[config.mk]
export PLATFORM = sky130hd
export DESIGN_NAME = mem_lsu_flat
export DESIGN_NICKNAME = d
export VERILOG_FILES = /design/src/rtl/mem_lsu_if.sv /design/src/rtl/mem_lsu.sv /design/src/flat_wrapper.sv
export SDC_FILE = /design/constraint.sdc
export NUM_CORES = 1
export LEC_CHECK = 0
export BUFFER_PORTS_ARGS = -buffer_cell sky130_fd_sc_hd__buf_2
export CORE_MARGIN = 1
export CORE_UTILIZATION = 57
export CTS_BUF_LIST = sky130_fd_sc_hd__clkbuf_8
export DETAILED_ROUTE_END_ITERATION = 8
export PLACE_DENSITY = 0.94
export SKIP_CTS_REPAIR_TIMING = 1
export SLEW_MARGIN = 20
export SYNTH_ARGS = -nofsm -noshare
export SYNTH_HDL_FRONTEND = slang
export SYNTH_SLANG_ARGS = --single-unit
[constraint.sdc]
create_clock -name clk_i -period 3.31 [get_ports clk_i]
set_input_delay 0.331 -clock clk_i [delete_from_list [all_inputs] [get_ports clk_i]]
set_output_delay 0.331 -clock clk_i [all_outputs]
set_load 0.02 [all_outputs]
[src/rtl/mem_lsu_if.sv]
// Core-side request/response channel of the load/store unit.
// The core drives the master modport and the LSU takes the slave modport.
interface mem_lsu_if #(
  parameter int XLEN = 32
);
  logic            req_valid;
  logic            req_ready;
  logic            req_we;
  logic [1:0]      req_size;
  logic            req_unsigned;
  logic [XLEN-1:0] req_addr;
  logic [XLEN-1:0] req_wdata;
  logic            rsp_valid;
  logic            rsp_ready;
  logic [XLEN-1:0] rsp_rdata;
  logic            rsp_err;

  modport master (
    output req_valid, req_we, req_size, req_unsigned, req_addr, req_wdata, rsp_ready,
    input  req_ready, rsp_valid, rsp_rdata, rsp_err
  );

  modport slave (
    input  req_valid, req_we, req_size, req_unsigned, req_addr, req_wdata, rsp_ready,
    output req_ready, rsp_valid, rsp_rdata, rsp_err
  );
endinterface

[src/rtl/mem_lsu.sv]
// Load/store unit in front of a word-wide RAM: big-endian byte lanes,
// read-modify-write for sub-word stores, sign/zero-extended loads.
module mem_lsu #(
  parameter int XLEN     = 32,
  parameter int MEM_SIZE = 1024
) (
  input  logic            clk_i,
  input  logic            rst_ni,
  mem_lsu_if.slave        core,
  output logic            ram_ce_o,
  output logic            ram_we_o,
  output logic [XLEN-1:0] ram_addr_o,
  output logic [XLEN-1:0] ram_wdata_o,
  input  logic [XLEN-1:0] ram_rdata_i
);

  localparam logic [XLEN-1:0] MEM_LIMIT = XLEN'(MEM_SIZE);

  typedef enum logic [2:0] {
    IDLE   = 3'd0,
    LOAD   = 3'd1,
    WRITE  = 3'd2,
    RMW_RD = 3'd3,
    RMW_WR = 3'd4,
    RESP   = 3'd5
  } state_e;

  state_e          state_r;
  logic            req_ready_r;
  logic            rsp_valid_r;
  logic            rsp_err_r;
  logic [XLEN-1:0] rsp_rdata_r;
  logic            ram_ce_r;
  logic            ram_we_r;
  logic [XLEN-1:0] ram_wdata_r;
  logic [XLEN-1:0] addr_r;
  logic [XLEN-1:0] wdata_r;
  logic [1:0]      size_r;
  logic            we_r;
  logic            unsigned_r;
  logic            size_err_s;
  logic            req_err_s;

  // Offset 0 is the most significant byte of the word.
  function automatic logic [XLEN-1:0] load_extract(input logic [XLEN-1:0] word,
                                                   input logic [1:0] size,
                                                   input logic [1:0] offs,
                                                   input logic uns);
    logic [7:0]      b;
    logic [15:0]     h;
    logic [XLEN-1:0] r;
    case (offs)
      2'd0:    b = word[31:24];
      2'd1:    b = word[23:16];
      2'd2:    b = word[15:8];
      default: b = word[7:0];
    endcase
    h = offs[1] ? word[15:0] : word[31:16];
    case (size)
      2'b00:   r = uns ? {24'h000000, b} : {{24{b[7]}}, b};
      2'b01:   r = uns ? {16'h0000, h} : {{16{h[15]}}, h};
      default: r = word;
    endcase
    return r;
  endfunction

  function automatic logic [XLEN-1:0] store_merge(input logic [XLEN-1:0] word,
                                                  input logic [XLEN-1:0] wdata,
                                                  input logic [1:0] size,
                                                  input logic [1:0] offs);
    logic [XLEN-1:0] r;
    r = word;
    case (size)
      2'b00: begin
        case (offs)
          2'd0:    r[31:24] = wdata[7:0];
          2'd1:    r[23:16] = wdata[7:0];
          2'd2:    r[15:8]  = wdata[7:0];
          default: r[7:0]   = wdata[7:0];
        endcase
      end
      2'b01: begin
        if (offs[1]) begin
          r[15:0] = wdata[15:0];
        end else begin
          r[31:16] = wdata[15:0];
        end
      end
      default: r = wdata;
    endcase
    return r;
  endfunction

  // Alignment and size legality of the incoming request.
  always_comb begin
    size_err_s = 1'b0;
    case (core.req_size)
      2'b00:   size_err_s = 1'b0;
      2'b01:   size_err_s = core.req_addr[0];
      2'b10:   size_err_s = (core.req_addr[1:0] != 2'b00);
      default: size_err_s = 1'b1;
    endcase
  end

  assign req_err_s = size_err_s | (core.req_addr >= MEM_LIMIT);

  // Request sequencing FSM with registered handshake and RAM controls.
  always_ff @(posedge clk_i) begin
    if (!rst_ni) begin
      state_r     <= IDLE;
      req_ready_r <= 1'b1;
      rsp_valid_r <= 1'b0;
      rsp_err_r   <= 1'b0;
      rsp_rdata_r <= '0;
      ram_ce_r    <= 1'b0;
      ram_we_r    <= 1'b0;
      ram_wdata_r <= '0;
      addr_r      <= '0;
      wdata_r     <= '0;
      size_r      <= 2'b00;
      we_r        <= 1'b0;
      unsigned_r  <= 1'b0;
    end else begin
      case (state_r)
        IDLE: begin
          if (core.req_valid) begin
            addr_r      <= core.req_addr;
            wdata_r     <= core.req_wdata;
            size_r      <= core.req_size;
            we_r        <= core.req_we;
            unsigned_r  <= core.req_unsigned;
            req_ready_r <= 1'b0;
            ram_wdata_r <= core.req_wdata;
            if (req_err_s) begin
              state_r     <= RESP;
              rsp_valid_r <= 1'b1;
              rsp_err_r   <= 1'b1;
              rsp_rdata_r <= '0;
            end else if (!core.req_we) begin
              state_r  <= LOAD;
              ram_ce_r <= 1'b1;
              ram_we_r <= 1'b0;
            end else if (core.req_size == 2'b10) begin
              state_r  <= WRITE;
              ram_ce_r <= 1'b1;
              ram_we_r <= 1'b1;
            end else begin
              state_r  <= RMW_RD;
              ram_ce_r <= 1'b1;
              ram_we_r <= 1'b0;
            end
          end else begin
            req_ready_r <= 1'b1;
          end
        end
        LOAD: begin
          rsp_rdata_r <= load_extract(ram_rdata_i, size_r, addr_r[1:0], unsigned_r);
          rsp_valid_r <= 1'b1;
          ram_ce_r    <= 1'b0;
          state_r     <= RESP;
        end
        WRITE: begin
          ram_ce_r    <= 1'b0;
          ram_we_r    <= 1'b0;
          rsp_valid_r <= 1'b1;
          rsp_rdata_r <= '0;
          state_r     <= RESP;
        end
        RMW_RD: begin
          // The merged word is built here so the write cycle drives a register.
          ram_wdata_r <= store_merge(ram_rdata_i, wdata_r, size_r, addr_r[1:0]);
          ram_we_r    <= we_r;
          state_r     <= RMW_WR;
        end
        RMW_WR: begin
          ram_ce_r    <= 1'b0;
          ram_we_r    <= 1'b0;
          rsp_valid_r <= 1'b1;
          rsp_rdata_r <= '0;
          state_r     <= RESP;
        end
        RESP: begin
          if (core.rsp_ready) begin
            state_r     <= IDLE;
            rsp_valid_r <= 1'b0;
            rsp_err_r   <= 1'b0;
            rsp_rdata_r <= '0;
            req_ready_r <= 1'b1;
          end else begin
            state_r <= RESP;
          end
        end
        default: begin
          state_r     <= IDLE;
          req_ready_r <= 1'b1;
          rsp_valid_r <= 1'b0;
          rsp_err_r   <= 1'b0;
          rsp_rdata_r <= '0;
          ram_ce_r    <= 1'b0;
          ram_we_r    <= 1'b0;
        end
      endcase
    end
  end

  assign core.req_ready = req_ready_r;
  assign core.rsp_valid = rsp_valid_r;
  assign core.rsp_rdata = rsp_rdata_r;
  assign core.rsp_err   = rsp_err_r;

  // Reset masks the RAM strobes immediately, even mid read-modify-write.
  assign ram_ce_o    = ram_ce_r & rst_ni;
  assign ram_we_o    = ram_we_r & rst_ni;
  assign ram_addr_o  = {addr_r[XLEN-1:2], 2'b00};
  assign ram_wdata_o = ram_wdata_r;

endmodule
[src/flat_wrapper.sv]
// flat-port wrapper written by rule: the top's interface ports become plain ports
module mem_lsu_flat 
#(
  parameter int XLEN     = 32,
  parameter int MEM_SIZE = 1024
)
  (clk_i, rst_ni, ram_ce_o, ram_we_o, ram_addr_o, ram_wdata_o, ram_rdata_i, core_req_valid, core_req_we, core_req_size, core_req_unsigned, core_req_addr, core_req_wdata, core_rsp_ready, core_req_ready, core_rsp_valid, core_rsp_rdata, core_rsp_err);
  mem_lsu_if #(.XLEN(XLEN)) core_i ();
  input  logic clk_i;
  input  logic rst_ni;
  output logic ram_ce_o;
  output logic ram_we_o;
  output logic [XLEN-1:0] ram_addr_o;
  output logic [XLEN-1:0] ram_wdata_o;
  input  logic [XLEN-1:0] ram_rdata_i;
  input wire logic [$bits(core_i.req_valid)-1:0] core_req_valid;
  input wire logic [$bits(core_i.req_we)-1:0] core_req_we;
  input wire logic [$bits(core_i.req_size)-1:0] core_req_size;
  input wire logic [$bits(core_i.req_unsigned)-1:0] core_req_unsigned;
  input wire logic [$bits(core_i.req_addr)-1:0] core_req_addr;
  input wire logic [$bits(core_i.req_wdata)-1:0] core_req_wdata;
  input wire logic [$bits(core_i.rsp_ready)-1:0] core_rsp_ready;
  output wire logic [$bits(core_i.req_ready)-1:0] core_req_ready;
  output wire logic [$bits(core_i.rsp_valid)-1:0] core_rsp_valid;
  output wire logic [$bits(core_i.rsp_rdata)-1:0] core_rsp_rdata;
  output wire logic [$bits(core_i.rsp_err)-1:0] core_rsp_err;
  assign core_i.req_valid = core_req_valid;
  assign core_i.req_we = core_req_we;
  assign core_i.req_size = core_req_size;
  assign core_i.req_unsigned = core_req_unsigned;
  assign core_i.req_addr = core_req_addr;
  assign core_i.req_wdata = core_req_wdata;
  assign core_i.rsp_ready = core_rsp_ready;
  assign core_req_ready = core_i.req_ready;
  assign core_rsp_valid = core_i.rsp_valid;
  assign core_rsp_rdata = core_i.rsp_rdata;
  assign core_rsp_err = core_i.rsp_err;
  mem_lsu #(.XLEN(XLEN), .MEM_SIZE(MEM_SIZE)) u_core (.clk_i(clk_i), .rst_ni(rst_ni), .core(core_i), .ram_ce_o(ram_ce_o), .ram_we_o(ram_we_o), .ram_addr_o(ram_addr_o), .ram_wdata_o(ram_wdata_o), .ram_rdata_i(ram_rdata_i));
endmodule
# Word level (Yosys, flattened, before mapping)
# Cells that the tools add are included.
dict set report word_totals {
  out_inout_bits 101
  reg_bits 140
  in_bits 104
  elab_cells 94
}
dict set report classes {
  muxes 41
  n_eq_ne 14
  reduce_logical 18
  n_lt_le_gt_ge 1
  n_bitwise 7
}
# cell count
set ops {}
lappend ops {{$mux W32} 6}
lappend ops {{$pmux W32 S2} 3}
lappend ops {{$pmux W32 S4} 1}
lappend ops {{$mux W16} 3}
lappend ops {{$ge A32 B11 Y1 const B} 1}
lappend ops {{$mux W8} 4}
lappend ops {{$pmux W8 S3} 1}
lappend ops {{$mux W1} 12}
lappend ops {{$mux W3} 4}
lappend ops {{$pmux W1 S3} 4}
lappend ops {{$pmux W3 S4} 1}
lappend ops {{$reduce_and A4 Y1} 2}
lappend ops {{$eq A2 B1 Y1 const B} 3}
lappend ops {{$eq A3 B2 Y1 const B} 2}
lappend ops {{$eq A3 B3 Y1 const B} 2}
lappend ops {{$logic_not A2 Y1} 3}
lappend ops {{$ne A2 B2 Y1 const B} 3}
lappend ops {{$reduce_and A2 Y1} 3}
lappend ops {{$reduce_and A3 Y1} 2}
lappend ops {{$reduce_or A3 Y1} 2}
lappend ops {{$eq A2 B2 Y1 const B} 2}
lappend ops {{$not A1 Y1} 4}
lappend ops {{$pmux W1 S4} 1}
lappend ops {{$reduce_bool A2 Y1} 2}
lappend ops {{8 further kinds} 10}

# Longest topological paths before layout
# Gate-level depths: netlist of run 1.
dict set report logic_depth {
  word_depth 6
  ltp_mapped 8
  depth_no_buf 5
}

# Worst setup path after synthesis of run 1
# OpenSTA, ideal clock, no wires.
dict set report synth_path {
  path_type {register -> register}
  from {reg u_core.addr_r[0]}
  to {reg u_core.ram_wdata_r[0] (netlist: u_core.ram_wdata_o[0])}
  path_buffers 3
  arrival_ns 1.636
  synth_period_minus_slack_ns 1.769
  stages_incl_launch_ff 9
  setup_slack_ns 1.541
  required_ns 3.177
  setup_time_ns 0.133
  path_cell_list {dfxtp_1 -> buf_2 -> or2_1 -> buf_2 -> a21oi_4 -> buf_4 -> mux2_2 -> nand2_1 -> a31oi_1}
}
dict set report synth_via {
  elab_chain_cells 5
  elab_cells_between_ends 7
  cone_classes {eq/ne: 2; mux: 3; reduce/logical: 2}
}
# element line
set synth_rtl {}
lappend synth_rtl {{from (decl)} mem_lsu.sv:36} ;# logic [XLEN-1:0] addr_r;
lappend synth_rtl {{from (signal assigned)} mem_lsu.sv:127} ;# addr_r <= core.req_addr;
lappend synth_rtl {{$eq A2 B1 Y1 (tied with other cells)} mem_lsu.sv:75} ;# case (offs)
lappend synth_rtl {{$reduce_or A3 Y1 (no line) *} --}
lappend synth_rtl {{$mux W8 *} mem_lsu.sv:75}
lappend synth_rtl {{$pmux W32 S2 *} mem_lsu.sv:73} ;# case (size)
lappend synth_rtl {{$pmux W32 S2 *} mem_lsu.sv:124} ;# case (state_r)
lappend synth_rtl {{to (signal assigned)} mem_lsu.sv:133} ;# ram_wdata_r <= core.req_wdata;
lappend synth_rtl {{to (signal assigned)} mem_lsu.sv:171} ;# ram_wdata_r <= store_merge(ram_rdata_i, wdata_r, size_r, addr_r[1:0]);
lappend synth_rtl {{to (decl)} mem_lsu.sv:35} ;# logic [XLEN-1:0] ram_wdata_r;
# Mark *: on every way between the ends. The rest lies on a longest branch, timed or not.
# A chain may end at the register's enable or synchronous reset.

# Worst setup path after layout of run 1
dict set report layout_path {
  from {reg u_core.addr_r[0]}
  to {reg u_core.ram_wdata_r[2] (netlist: u_core.ram_wdata_o[2])}
}
# The elaborated chain is that of the path after synthesis.

==> out/qor.yml, run 1 <==
global_routing:
  grt_pass1_wl_um: 29300
  grt_overflow: 0
  track_usage_pct: 32.0
  grt_max_degree: 71
  grt_pass1_vias: 6009
  grt_antenna_before_repair: 0
pwr:
  power.internal_w: 0.00304
  combPwrFrac_pct: 15.2
  p_switching_w: 0.00111
  p_per_area_nw_per_um2: 530
  p_leak_nw: 3.38
  p_sw_share_pct: 26.7
  p_clk_share_pct: 40.2
  seqPwrFrac_pct: 44.6
  ir_drop_uv: 470
clocking:
  clk_pin_slew_ns: 0.08
  clock_sink_count: 140
  cts_root_buffer: "clkbuf_8"
  insertion_delay_ns: 0.44
  cts_buffer_depth: 2
  cts_tree: "done"
  ctsHtreeMaxLevel: 4
  cts_buffers: 17
routing:
  viasPerCell: 5.82
  wl_um: 18700
  drt_first_iter_violations: 724
  postRouteAntennaNets: 0
  vias: 6429
  wl_per_cell_um: 16.9
  firstDrtPassIters: 6
  drc: 0
sta:
  fin_skew_ns: 0.0118
  worst_pin_slew_ns: 0.889
  hold_violations: 0
  period_share_pct: 68.7
  setup_viol: 0
  slew_viol_final: 0
  finalCriticalPeriod_ns: 2.28
  setup_ws_ns: 1.03
  maxSlewHeadroom_pct: 40.6
  rsz0062_at_grt: "false"
  hold_ws_ns: 0.128
  fmax_mhz: 439
  tns_ns: 0
synthesis:
  avgSynthCellArea_sq_um: 8.08
  synthFlopType: "dfxtp_1"
  yosys_warnings: 0
  mappedNetlistArea_sq_um: 6590
  syn_inst: 815
  synth_top_cell_by_area: "dfxtp_1"
  synth-edff-count: 0
  synthTopCellsByArea: "dfxtp_1 (43%), nand2_1 (11%), a21oi_1 (7.3%)"
  synth-seq-cells: 140
  synthArstFlopShare_pct: 0
  ys_seq_area_share_pct: 42.5
  synth_top_area_share_pct: 42.5
  synth_cell_types: 53
die:
  start_util_pct: 59.7
  core_area_sq_um: 11000
  die-area_sq_um: 12000
  die_h_um: 110
  die_w_um: 110
  io-pin-count: 205
  rows: 38
finish:
  syn_to_final_growth_pct: 18.8
  fin_nets: 1055
  final_area_sq_um: 7830
  drive_gt1_share_pct: 28.2
  antenna_cells: 0
  final_cell_mix: "buf_2 (202), nand2_1 (192), dfxtp_1 (139), a21oi_1 (96), nor2_1 (36)"
  post-route-util_pct: 71.0
  final_common_cell: "buf_2"
setup_path:
  startpoint_type: "flip-flop"
  crit_arrival_ns: 2.61
  crit_required_ns: 3.65
  crit_path_end_kind: "flip-flop"
  path_class: "flip-flop to flip-flop"
  worst-path-max-fanout: 18
placement:
  numPortBuffers: 202
  placed_area_sq_um: 7330
  place_ws_ns: 1.08
  post-dp-hpwl_um: 13300
  place_congestion: 0.909
run:
  max-cap-violations: 0
worst_hold_path:
  hp-class: "primary input to flip-flop"
outcome:
  status: "complete, no violations"
[power groups by stage]
| stage | logic (W) | registers (W) | clock network [W] |
|---|---|---|---|
| floorplan | 0.000386 | 0.00192 | 0 |
| global placement | 0.000606 | 0.00188 | 0 |
| detailed placement | 0.000620 | 0.00189 | 0 |
| CTS | 0.000625 | 0.00185 | 0.00169 |
| global route | 0.000685 | 0.00186 | 0.00177 |
| finish | 0.000630 | 0.00185 | 0.00167 |
[registers in the layout (all words and copies together), names as in the netlist, 2 cells and up]
signal,flops
u_core.core.rsp_rdata,32
u_core.state_r,3
u_core.size_r,2
u_core.addr_r,32
u_core.ram_wdata_o,32
u_core.wdata_r,32
[logic make-up after synthesis]
| group | Yosys count | synth area share, % |
|---|---|---|
| simple gates | 280 | 18.7 |
| compound gates | 243 | 24.3 |
| flops | 140 | 42.5 |
| buf+inv | 118 | 9.25 |
| mux | 33 | 5.19 |
| other cells | 1 | 0.0569 |
[cells in the mapped netlist, types with 3 or more instances]
cell type and n:
dfxtp_1 140, a21o_1 7, a21oi_1 96, nor3_1 5, o221ai_1 8, a22o_1 22
nor2b_1 4, nor3b_1 9, o2bb2ai_1 16, buf_1 4, buf_4 33, nand2b_1 12
mux2_2 9, inv_1 19, nor4_2 4, mux2i_1 24, a311oi_1 13, buf_6 3
nand2_1 193, o22a_1 8, o21ai_0 28, a31oi_1 21, buf_2 16, nor2_1 36
or2_2 3, clkbuf_1 41, a211oi_1 9
[critical path, stage by stage, from the launching register on]
cell and delay, ns:
dfxtp_1 0.65, or2_1 0.63, a21oi_4 0.25, mux2_2 0.29
nor2_1 0.05, a311oi_1 0.30
[metal layers]
metal	wire length (um)	global-route usage [%]
met5	0	0
met4	636	14.5
met3	1860	10.4
met2	8600	50.9
met1	7580	39.3
[metrics by stage]
step                      instances  total power, W
after CTS                      1104         0.00416
after detailed placement       1072         0.00250
after global placement         1072         0.00249
after floorplan                 816         0.00230
final                          1104         0.00415
after global routing           1104         0.00432
[final timing paths]
| kind | startpoint | endpoint | slack (ns) | depth (start not counted) |
|---|---|---|---|---|
| worst max-delay path | u_core.addr_r[0] | u_core.ram_wdata_o[2] | 1.03 | 5 |
| worst min-delay path | core_req_addr[5] | u_core.addr_r[5] | 0.13 | 3 |
| worst max register to register | u_core.addr_r[0] | u_core.ram_wdata_o[2] | 1.03 | 5 |
| worst min register to register | u_core.core.rsp_rdata[11] | u_core.core.rsp_rdata[11] | 0.45 | 1 |
[cell type report]
cell class                 count  area, sq um
fill                         838         3200
multi-input combinational    558         3180
sequential                   140         2800
timing repair buffer         213         1090
clock buffer                  20          275
clock inverter                12          216
tap                          140          175
inverter                      21         78.8
(Power assumes the default switching activity.)
==> run 2: changes to the inputs <==
--- a/config.mk
+++ b/config.mk
@@ -7,10 +7,10 @@
 export LEC_CHECK = 0
 export BUFFER_PORTS_ARGS = -buffer_cell sky130_fd_sc_hd__buf_2
 export CORE_MARGIN = 1
-export CORE_UTILIZATION = 57
+export CORE_UTILIZATION = 53
 export CTS_BUF_LIST = sky130_fd_sc_hd__clkbuf_8
 export DETAILED_ROUTE_END_ITERATION = 8
-export PLACE_DENSITY = 0.94
+export PLACE_DENSITY = 0.88
 export SKIP_CTS_REPAIR_TIMING = 1
 export SLEW_MARGIN = 20
 export SYNTH_ARGS = -nofsm -noshare
==> constraint.sdc (replaced) <==
create_clock -name clk_i -period 2.2 [get_ports clk_i]
set_input_delay 0.22 -clock clk_i [delete_from_list [all_inputs] [get_ports clk_i]]
set_output_delay 0.22 -clock clk_i [all_outputs]
set_load 0.02 [all_outputs]
==> run 2 against run 1 <==
Effect of this change: final area shrank 0.19%; cell count grew 2.9%; sequential power grew 50%; via count is 0.28% lower; combinational power grew 55%; setup slack got worse by 0.83 ns; non-clock buffer count up 10; core utilization shrank 6.2 points; clock power is essentially flat; global-route usage shrank 3.5 points; count of clock-buffer cells in the layout unchanged; fmax grew 14%; critical path type unchanged; critical endpoint is now u_core.core.rsp_rdata[15].
==> out/qor.yml, run 2 (same netlist as run 1, synthesis figures left out) <==
outcome:
  status: "complete, no violations"
global_routing:
  grt_antenna_before_repair: 0
  grt_pass1_wl_um: 29000
  grt_pass1_vias: 5898
  grt_overflow: 0
  grt_max_degree: 77
  track_usage_pct: 28.5
placement:
  place_congestion: 0.965
  post-dp-hpwl_um: 13200
  numPortBuffers: 202
  placed_area_sq_um: 7510
  dp_cells: 1110
die:
  rows: 40
  io-pin-count: 205
  die-area_sq_um: 12900
  start_util_pct: 54.6
  die_w_um: 113
  die_h_um: 113
  core_area_sq_um: 12100
run:
  max-cap-violations: 0
setup_path:
  path_class: "flip-flop to flip-flop"
  crit_top_cell: "a21oi_1"
  crit_arrival_ns: 2.32
  startpoint_type: "flip-flop"
  crit_path_end_kind: "flip-flop"
  path_cells: "or2_2 -> a21oi_1 -> a21oi_1 -> nor3b_4 -> buf_12 -> a221o_2"
  crit_required_ns: 2.52
  worst-path-max-fanout: 32
  cp_slowest_stage_delay_ns: 0.61
  cp_slowest_cell: "dfxtp_1"
finish:
  drive_gt1_share_pct: 28.4
  nFillCells: 1051
  final_common_cell: "buf_2"
  multiInputGateArea_sq_um: 3180
  syn_to_final_growth_pct: 18.6
  final_cell_mix: "buf_2 (202), nand2_1 (192), dfxtp_1 (139), a21oi_1 (96), nor2_1 (36)"
  antenna_cells: 0
  fin_nets: 1065
  final_area_sq_um: 7810
  finalNonFillerCells: 1136
  regArea_sq_um: 2800
clocking:
  cts_root_buffer: "clkbuf_8"
  cts_tree: "done"
  clock_sink_count: 140
  cts_buffers: 17
  insertion_delay_ns: 0.43
  cts_buffer_depth: 2
  clk_pin_slew_ns: 0.07
  ctsHtreeMaxLevel: 4
sta:
  maxSlewHeadroom_pct: 53.8
  rsz0062_at_grt: "false"
  tns_ns: 0
  finalCriticalPeriod_ns: 1.99
  setup_viol: 0
  fmax_mhz: 501
  hold_ws_ns: 0.0261
  worst_pin_slew_ns: 0.689
  fin_skew_ns: 0.00851
  slew_viol_final: 0
  hold_violations: 0
  period_share_pct: 90.7
routing:
  viasPerCell: 5.64
  postRouteAntennaNets: 0
  drc: 0
  m1WireLength_um: 7940
  wl_per_cell_um: 16.1
  firstDrtPassIters: 5
  top_layer: "met4"
  drt_first_iter_violations: 667
  vias: 6411
  wl_met2_um: 8310
  wl_um: 18300
  wl_met3_um: 1530
pwr:
  p_clk_share_pct: 30.9
  ir_drop_uv: 626
  p_switching_w: 0.00157
  power.internal_w: 0.00387
  seqPwrFrac_pct: 51.1
  p_sw_share_pct: 28.9
  combPwrFrac_pct: 18.0
  p_leak_nw: 3.38
  p_per_area_nw_per_um2: 697
worst_hold_path:
  hp-class: "primary input to flip-flop"
[run 2: cell count changes in the layout (fill, tap and decap cells not counted), sizes merged]
cell      before  now
buf          213  223
bufinv         6    0
clkinvlp       3    0
clkinv         2    5
[run 2: power by group through the flow]
| stage | logic [W] | clock network [W] | registers [W] |
|---|---|---|---|
| after global placement | 0.000955 | 0 | 0.00283 |
| after detailed placement | 0.000969 | 0 | 0.00283 |
| after floorplan | 0.000581 | 0 | 0.00288 |
| after global routing | 0.00107 | 0.00182 | 0.00279 |
| final | 0.000978 | 0.00168 | 0.00278 |
| after CTS | 0.000973 | 0.00171 | 0.00278 |
[run 2: final timing paths]
check / start / end / slack, ns / cells past startpoint
worst max-delay path: u_core.state_r[1] / u_core.core.rsp_rdata[15] / 0.21 / 6
worst min-delay path: core_req_addr[3] / u_core.addr_r[3] / 0.03 / 3
worst max register to register: u_core.state_r[1] / u_core.core.rsp_rdata[15] / 0.21 / 6
worst min register to register: u_core.addr_r[23] / u_core.addr_r[23] / 0.45 / 2
[run 2: layout make-up]
type / instances / area share, %
flip-flops and latches: 140 / 35.9
well taps: 168 / 2.69
clock buffers: 20 / 3.52
inverters: 21 / 1.03
multi-input cells: 558 / 40.7
clock inverters: 6 / 0.352
repair buffers: 223 / 15.8
[run 2: critical path: cells and delay by family, from the launching register on]
| kind | cells | cell delay [ns] |
|---|---|---|
| AND/OR/NAND/NOR | 2 | 0.32 |
| flip-flops | 1 | 0.61 |
| buffers and inverters | 1 | 0.18 |
| AO/OA/AOI/OAI | 3 | 0.76 |
[run 2: per-layer routing]
layer / up-vias / GRT usage (%)
met4: 0 / 11.0
met2: 296 / 45.7
met1: 2984 / 36.1
met5: - / 0
li1: 3093 / -
met3: 38 / 8.45
[run 2: stage by stage]
| step | power, W | setup slack, ns | util, % |
|---|---|---|---|
| detailed placement | 0.00380 | 0.160 | 62.3 |
| CTS | 0.00546 | 0.222 | 64.8 |
| floorplan | 0.00346 | 0.431 | - |
| finish | 0.00544 | 0.205 | 64.8 |
| global placement | 0.00378 | 0.258 | 62.3 |
| global route | 0.00568 | 0.0487 | 64.8 |
